## config.mk

```make
export PLATFORM = sky130hd
export DESIGN_NAME = cpu_bus_bridge
export DESIGN_NICKNAME = d
export VERILOG_FILES = /design/src/rtl/cpu_bus_bridge.sv
export SDC_FILE = /design/constraint.sdc
export NUM_CORES = 1
export LEC_CHECK = 0
export ABC_AREA = 1
export BUFFER_PORTS_ARGS = -buffer_cell sky130_fd_sc_hd__buf_2
export CORE_ASPECT_RATIO = 1.25
export CORE_MARGIN = 2
export CORE_UTILIZATION = 50
export DETAILED_ROUTE_END_ITERATION = 12
export GPL_TIMING_DRIVEN = 0
export PLACE_DENSITY = 0.85
export REMOVE_ABC_BUFFERS = 1
export SYNTH_ARGS = -nofsm -noshare
export SYNTH_HDL_FRONTEND = slang
export SYNTH_SLANG_ARGS = --single-unit
```

## constraint.sdc

```tcl
create_clock -name clock -period 3.96 [get_ports clock]
set_clock_uncertainty 0.2 [all_clocks]
set_input_delay 0.396 -clock clock [delete_from_list [all_inputs] [get_ports clock]]
set_output_delay 0.396 -clock clock [all_outputs]
set_load 0.01 [all_outputs]
```

## src/rtl/cpu_bus_bridge.sv

```systemverilog
`default_nettype none
// ============================================================================
// Module      : cpu_bus_bridge
// Description : Single-outstanding bridge from the multicycle CPU bus strobes
//               to a Wishbone-style memory bus. Generates bus_wait for the
//               controller, runs exactly one external cycle per request, holds
//               read data stable while the CPU keeps its strobe high, and turns
//               bus errors and unacknowledged strobes into a sticky fault.
// Ports       : clock, reset            - clock, synchronous active-high reset
//               cpu_addr/writedata/be   - CPU request address, data, lanes
//               bus_read, bus_write     - CPU request strobes
//               bus_wait                - request pending (to controller)
//               cpu_readdata            - registered read data
//               bus_fault               - sticky error / timeout flag
//               wb_cyc/stb/we/adr/sel   - external bus master outputs
//               wb_dat_o, wb_dat_i      - external write / read data
//               wb_ack, wb_err          - external completion / error
// Revision    : 1.0 - initial release
// ============================================================================
module cpu_bus_bridge #(
    parameter int unsigned TIMEOUT = 255
) (
    input  logic        clock,
    input  logic        reset,
    input  logic [31:0] cpu_addr,
    input  logic [31:0] cpu_writedata,
    input  logic [3:0]  cpu_byteenable,
    input  logic        bus_read,
    input  logic        bus_write,
    output logic        bus_wait,
    output logic [31:0] cpu_readdata,
    output logic        bus_fault,
    output logic        wb_cyc,
    output logic        wb_stb,
    output logic        wb_we,
    output logic [31:0] wb_adr,
    output logic [3:0]  wb_sel,
    output logic [31:0] wb_dat_o,
    input  logic [31:0] wb_dat_i,
    input  logic        wb_ack,
    input  logic        wb_err
);

    // Counter must be able to reach TIMEOUT itself.
    localparam int unsigned    CW        = (TIMEOUT < 1) ? 1 : $clog2(TIMEOUT + 1);
    localparam logic [CW-1:0]  c_TIMEOUT = CW'(TIMEOUT);

    localparam logic [1:0] c_IDLE  = 2'd0;
    localparam logic [1:0] c_CYCLE = 2'd1;
    localparam logic [1:0] c_HOLD  = 2'd2;

    logic [1:0]    r_state;
    logic [CW-1:0] r_count;
    logic          w_req;

    assign w_req = bus_read | bus_write;

    // In IDLE the wait follows the strobes combinationally so the controller
    // never sees wait low in the cycle it raises a request.
    always_comb begin
        bus_wait = 1'b0;
        case (r_state)
            c_IDLE:  bus_wait = w_req;
            c_CYCLE: bus_wait = 1'b1;
            default: bus_wait = 1'b0;
        endcase
    end

    always_ff @(posedge clock) begin
        if (reset) begin
            r_state      <= c_IDLE;
            r_count      <= '0;
            wb_cyc       <= 1'b0;
            wb_stb       <= 1'b0;
            wb_we        <= 1'b0;
            wb_adr       <= '0;
            wb_sel       <= '0;
            wb_dat_o     <= '0;
            cpu_readdata <= '0;
            bus_fault    <= 1'b0;
        end else begin
            case (r_state)
                c_IDLE: begin
                    if (w_req) begin
                        wb_adr   <= cpu_addr;
                        wb_sel   <= cpu_byteenable;
                        wb_dat_o <= cpu_writedata;
                        wb_we    <= bus_write;   // write wins when both strobes are high
                        wb_cyc   <= 1'b1;
                        wb_stb   <= 1'b1;
                        r_count  <= '0;
                        r_state  <= c_CYCLE;
                    end
                end
                c_CYCLE: begin
                    // Ack takes priority over a simultaneous error or timeout.
                    if (wb_ack) begin
                        wb_cyc  <= 1'b0;
                        wb_stb  <= 1'b0;
                        if (!wb_we) begin
                            cpu_readdata <= wb_dat_i;
                        end
                        r_state <= c_HOLD;
                    end else if (wb_err || (r_count == c_TIMEOUT)) begin
                        wb_cyc       <= 1'b0;
                        wb_stb       <= 1'b0;
                        bus_fault    <= 1'b1;
                        cpu_readdata <= 32'hFFFF_FFFF;
                        r_state      <= c_HOLD;
                    end else begin
                        r_count <= r_count + CW'(1);
                    end
                end
                c_HOLD: begin
                    // A strobe still held from the finished request must not
                    // start a second transfer.
                    if (!w_req) begin
                        r_state <= c_IDLE;
                    end
                end
                default: begin
                    wb_cyc  <= 1'b0;
                    wb_stb  <= 1'b0;
                    r_state <= c_IDLE;
                end
            endcase
        end
    end

endmodule
`default_nettype wire

```

# [After elaboration in Yosys (flattened, before gate mapping)]
# Cells that the tools add are included.
[totals] regBits=113 latchBits=0 ramBits=0 rom_bits=0 inputBits=106 output_inout_bits=105 n_memories=0
[op_classes] addsub=1 n_mul=0 div_mod_pow=0 magnitude_cmp=0 n_eq_ne=9 n_shift=0 muxes=17 n_bitwise=3 reduce_logical=10
[ops] cell="32-bit 2-to-1 mux" n=3
[ops] cell="8-bit 2-to-1 mux" n=3
[ops] cell="8-bit case mux with 2 select lines" n=1
[ops] cell="3-bit AND reduction" n=4
[ops] cell="2-bit != test, second input constant" n=5
[ops] cell="8-bit by 1-bit adder with 8-bit output, second input constant" n=1
[ops] cell="8-bit == test, second input constant" n=1
[ops] cell="2-bit 2-to-1 mux" n=4
[ops] cell="2-bit case mux with 3 select lines" n=1
[ops] cell="4-bit AND reduction" n=1
[ops] cell="2-bit nonzero test" n=2
[ops] cell="1-bit 2-to-1 mux" n=3
[ops] cell="3-bit != test, second input constant" n=1
[ops] cell="1-bit case mux with 3 select lines" n=1
[ops] cell="2-bit by 1-bit == test with 1-bit output, second input constant" n=1
[ops] cell="2-bit == test, second input constant" n=1
[ops] cell="2-bit zero test" n=1
[ops] cell="1-bit NOT" n=2
[ops] cell="1-bit case mux with 2 select lines" n=1
[ops] cell="2-bit AND reduction" n=1
[ops] cell="1-bit logical OR" n=1
[ops] cell="1-bit OR" n=1

# [Logic depth before layout (Yosys ltp)]
[logic_depth] word_depth=5 depth_mapped=11 depth_no_buf=10

# [Least setup slack after synthesis]
# OpenSTA, ideal clock, no wires.
[synth_path] path_kind="input port to output port" startpoint="input port bus_write" endpoint="output port bus_wait" t_arrival_ps=1035 path_slack_ps=2329 path_stages=5 n_path_buf=1 path_cell_list="nor2_1 > inv_1 > nand2_1 > clkbuf_1 > nand2_1"
[synth_between] elab_chain_cells=2
[synth_lines] item="start: declaration" line="29" text="input logic bus_write,"
[synth_lines] item="1-bit OR" line="56" text="assign w_req = bus_read | bus_write;"
[synth_lines] item="1-bit case mux with 2 select lines" line="62" text="case (r_state)"
[synth_lines] item="end: declaration" line="30" text="output logic bus_wait,"
# Every way passes these cells.

# [Worst setup path in the final report]
[layout_path] startpoint="input port bus_write" endpoint="register wb_dat_o[12]"
[layout_between] elab_chain_cells=2
[layout_lines] item="1-bit OR" line="56"
[layout_lines] item="2-bit AND reduction (no line)"
[layout_lines] item="end signal: assignment" line="87" text="wb_dat_o <= cpu_writedata;"
[layout_lines] item="end: declaration" line="38" text="output logic [31:0] wb_dat_o,"
# Every way passes these cells.
# A chain may end at the register's enable or synchronous reset.

==> key figures <==
Detailed routing
  • Vias per cell: 5.10
  • Via count: 4987
  • DR WL/cell: 15.2 microns
  • First DRT Iteration DRCs: 325
  • Pre-antenna DRT Iters: 5
  • Post-route DRC: 0
  • Final WL: 14900 microns
  • Antenna-violating nets left: 0

Pwr
  • Sw Ratio: 27.1%
  • Leakage power: 0.00365 uW
  • Sw Pwr: 990 uW
  • Power density over the cells: 534 nW/um^2
  • Internal: 2670 uW
  • Total power: 3660 uW
  • Part of the power in the clock network: 44.3%
  • Sequential power share: 36.7%
  • Comb pwr share: 19.0%
  • Worst VDD drop: 0.346 mV

Floorplan
  • Die Height: 109 microns
  • I/O pins: 211
  • Die Area: 9650 sq um
  • CORE AREA: 8650 sq um
  • Initial Util: 51.3%
  • Rows: 38
  • Die Width: 88.2 microns

Yosys
  • Netlist cell types: 26
  • Synth Instances: 575
  • Top cell type's share of synthesized area: 51.0%
  • Area leader, netlist: dfxtp_1
  • Yosys reg bits: 113
  • Mapped Avg Cell Area: 7.71 sq um
  • Dominant cells by area after synthesis: dfxtp_1 (51%), nor2_1 (14%), o21ai_0 (9.5%)
  • Post-synthesis cell area: 4440 sq um
  • Synth warnings: 0
  • Register area share after synthesis: 51.0%

CTS
  • Root buffer cell: clkbuf_8
  • Clock latency on the worst-skew pair: 500 ps
  • Total CTS buffers: 17
  • H-tree levels: 4
  • Clk buf depth: 2
  • # Post-CTS Setup Buffers: 0
  • CTS tree: yes
  • Post-cts resize count: 0
  • Clock transition at the registers of the reported paths: 60 ps
  • CTS sink count: 113
  • Hold_buf cts: 77

Timing
  • Worst Max-Slew Pin Slew: 1140 ps
  • Final hold violation count: 0
  • Achievable Freq: 404 MHz
  • Rel. slew slack: 23.6%
  • Minimum clock period: 2480 ps
  • Slew Limit Fails: 0
  • Fin crit share: 62.6%
  • Endpoints failing setup: 0
  • RSZ-0062 raised after global routing: no

Global routing
  • Vias in the first global route: 5029
  • Initial antenna violation count: 0
  • Largest net degree at the start of global routing: 70
  • First-pass GRT wire length: 22900 microns
  • Total GRT Usage: 30.7%
  • Gr ovfl total: 0

Critical path
  • Critical Path Fanout Max: 69
  • Worst EP required: 4180 ps
  • Worst reg2reg startpoint: r_state[0]
  • Reg2reg end: wb_dat_o[12]
  • Reg2Reg Setup Slack: 1610 ps
  • Crit path kind: in2reg
  • Crit end category: flop
  • CP Launch Type: input pin
  • Worst EP arrival: 2700 ps
  • Worst r2r path cells: 5

Place
  • DPL Wire Length: 7960 microns
  • GPL Wtd Cong: 0.755
  • Placement Cell Area: 5450 sq um
  • Placed insts: 870
  • IO buf count: 210

Final layout
  • Util after Layout: 79.2%
  • Most frequent cells in the layout: buf_2 (210), nor2_1 (169), dfxtp_1 (113), o21ai_0 (84), dlygate4sd3_1 (77)
  • Diodes inserted: 0
  • Non-filler cells, final: 978
  • Area Overhead vs Synth: 54.6%
  • # fillers: 524
  • Fraction of layout cells with a size suffix above 1: 29.7%
  • Commonest non-fill, non-tap cell in the layout: buf_2
  • Post-route cell area: 6860 sq um
  • Layout Nets: 953

Min path
  • Hold path cells: 5
  • HP Class: in2reg
  • Hold Startpoint: wb_dat_i[5]
  • Endpoint, Worst Hold: cpu_readdata[5]

Flow run
  • Max_cap viols: 0

Status
  • Status: finished clean
## how the worst max path moves through the flow
| stage | start | end | slack [ps] | cells after the start |
|---|---|---|---|---|
| after floorplan | bus_write | wb_stb | 1130 | 6 |
| after global placement | bus_write | wb_stb | -100 | 7 |
| after detailed placement | bus_write | wb_stb | 1600 | 7 |
| after CTS | bus_write | wb_stb | 1600 | 8 |
| after global routing | bus_write | wb_stb | 1330 | 8 |
| final | bus_write | wb_dat_o[12] | 1480 | 8 |
## kinds of logic (layout without fill, tap and decap cells)
family	after synthesis	count (layout)	share of synthesized area, %
adder cells (fa/ha/maj)	1	1	0.282
AO/OA/AOI/OAI	125	125	15.5
buffers and inverters	87	370	9.34
AND/OR/NAND/NOR	248	248	23.7
flip-flops	113	113	51.0
XOR/XNOR	1	1	0.197
## flip-flops by register name, summed over array words and instances (netlist names)
register,cells
wb_dat_o,32
wb_sel,4
wb_stb,1
cpu_readdata,32
wb_we,1
r_state,2
bus_fault,1
r_count,8
wb_adr,32
## synthesized netlist by cell type
cell / instances
nor2_1: 169
dfxtp_1: 113
o21ai_0: 84
nand2_1: 49
inv_1: 46
o21bai_1: 23
buf_2: 18
a21oi_1: 12
nand3b_1: 10
clkbuf_1: 8
buf_6: 6
nand4_1: 6
buf_4: 5
o21ai_1: 5
nand2_2: 4
nand3_1: 4
inv_2: 2
nand3_4: 2
nor2_4: 2
a22oi_1: 1
clkinv_1: 1
clkinv_2: 1
ha_1: 1
nand2_4: 1
nor3b_1: 1
xor2_1: 1
## metrics by stage
| step | TNS [ps] | hold slack [ps] | setup slack (ps) |
|---|---|---|---|
| 2_1_floorplan | 0 | 237 | 1130 |
| 3_3_place_gp | -101 | 237 | -101 |
| 3_5_place_dp | 0 | 244 | 1600 |
| 4_1_cts | 0 | 3.95 | 1600 |
| 5_1_grt | 0 | 43.1 | 1330 |
| 6_report | 0 | 2.40 | 1480 |
## layout make-up
type | count | area [sq um] | area share (%)
multi-input cells | 375 | 1760 | 25.7
flip-flops and latches | 113 | 2260 | 33.0
repair buffers | 289 | 1860 | 27.2
clock inverters | 10 | 183 | 2.66
clock buffers | 21 | 449 | 6.55
well taps | 120 | 150 | 2.19
inverters | 50 | 189 | 2.76
## metal layers
layer	GRT usage, %	up-vias	wire length, microns
met5	0	-	0
met3	12.7	61	1610
met1	31.9	2265	5580
met2	52.8	304	7150
li1	-	2357	-
met4	15.2	0	562
## power groups by stage
stage | sequential, uW | combinational, uW | clock, uW
after floorplan | 1420 | 262 | 0
after global routing | 1360 | 758 | 1690
final | 1340 | 694 | 1620
after detailed placement | 1360 | 593 | 0
after global placement | 1350 | 572 | 0
after CTS | 1330 | 659 | 1630
## worst max-delay path: stages
cell and delay [ps]:
dlygate4sd3_1 520, buf_2 130, nor2_1 50, inv_1 70
nand2_2 220, inv_2 910, nor2_1 160, nor2_1 220
(Power assumes the default switching activity.)
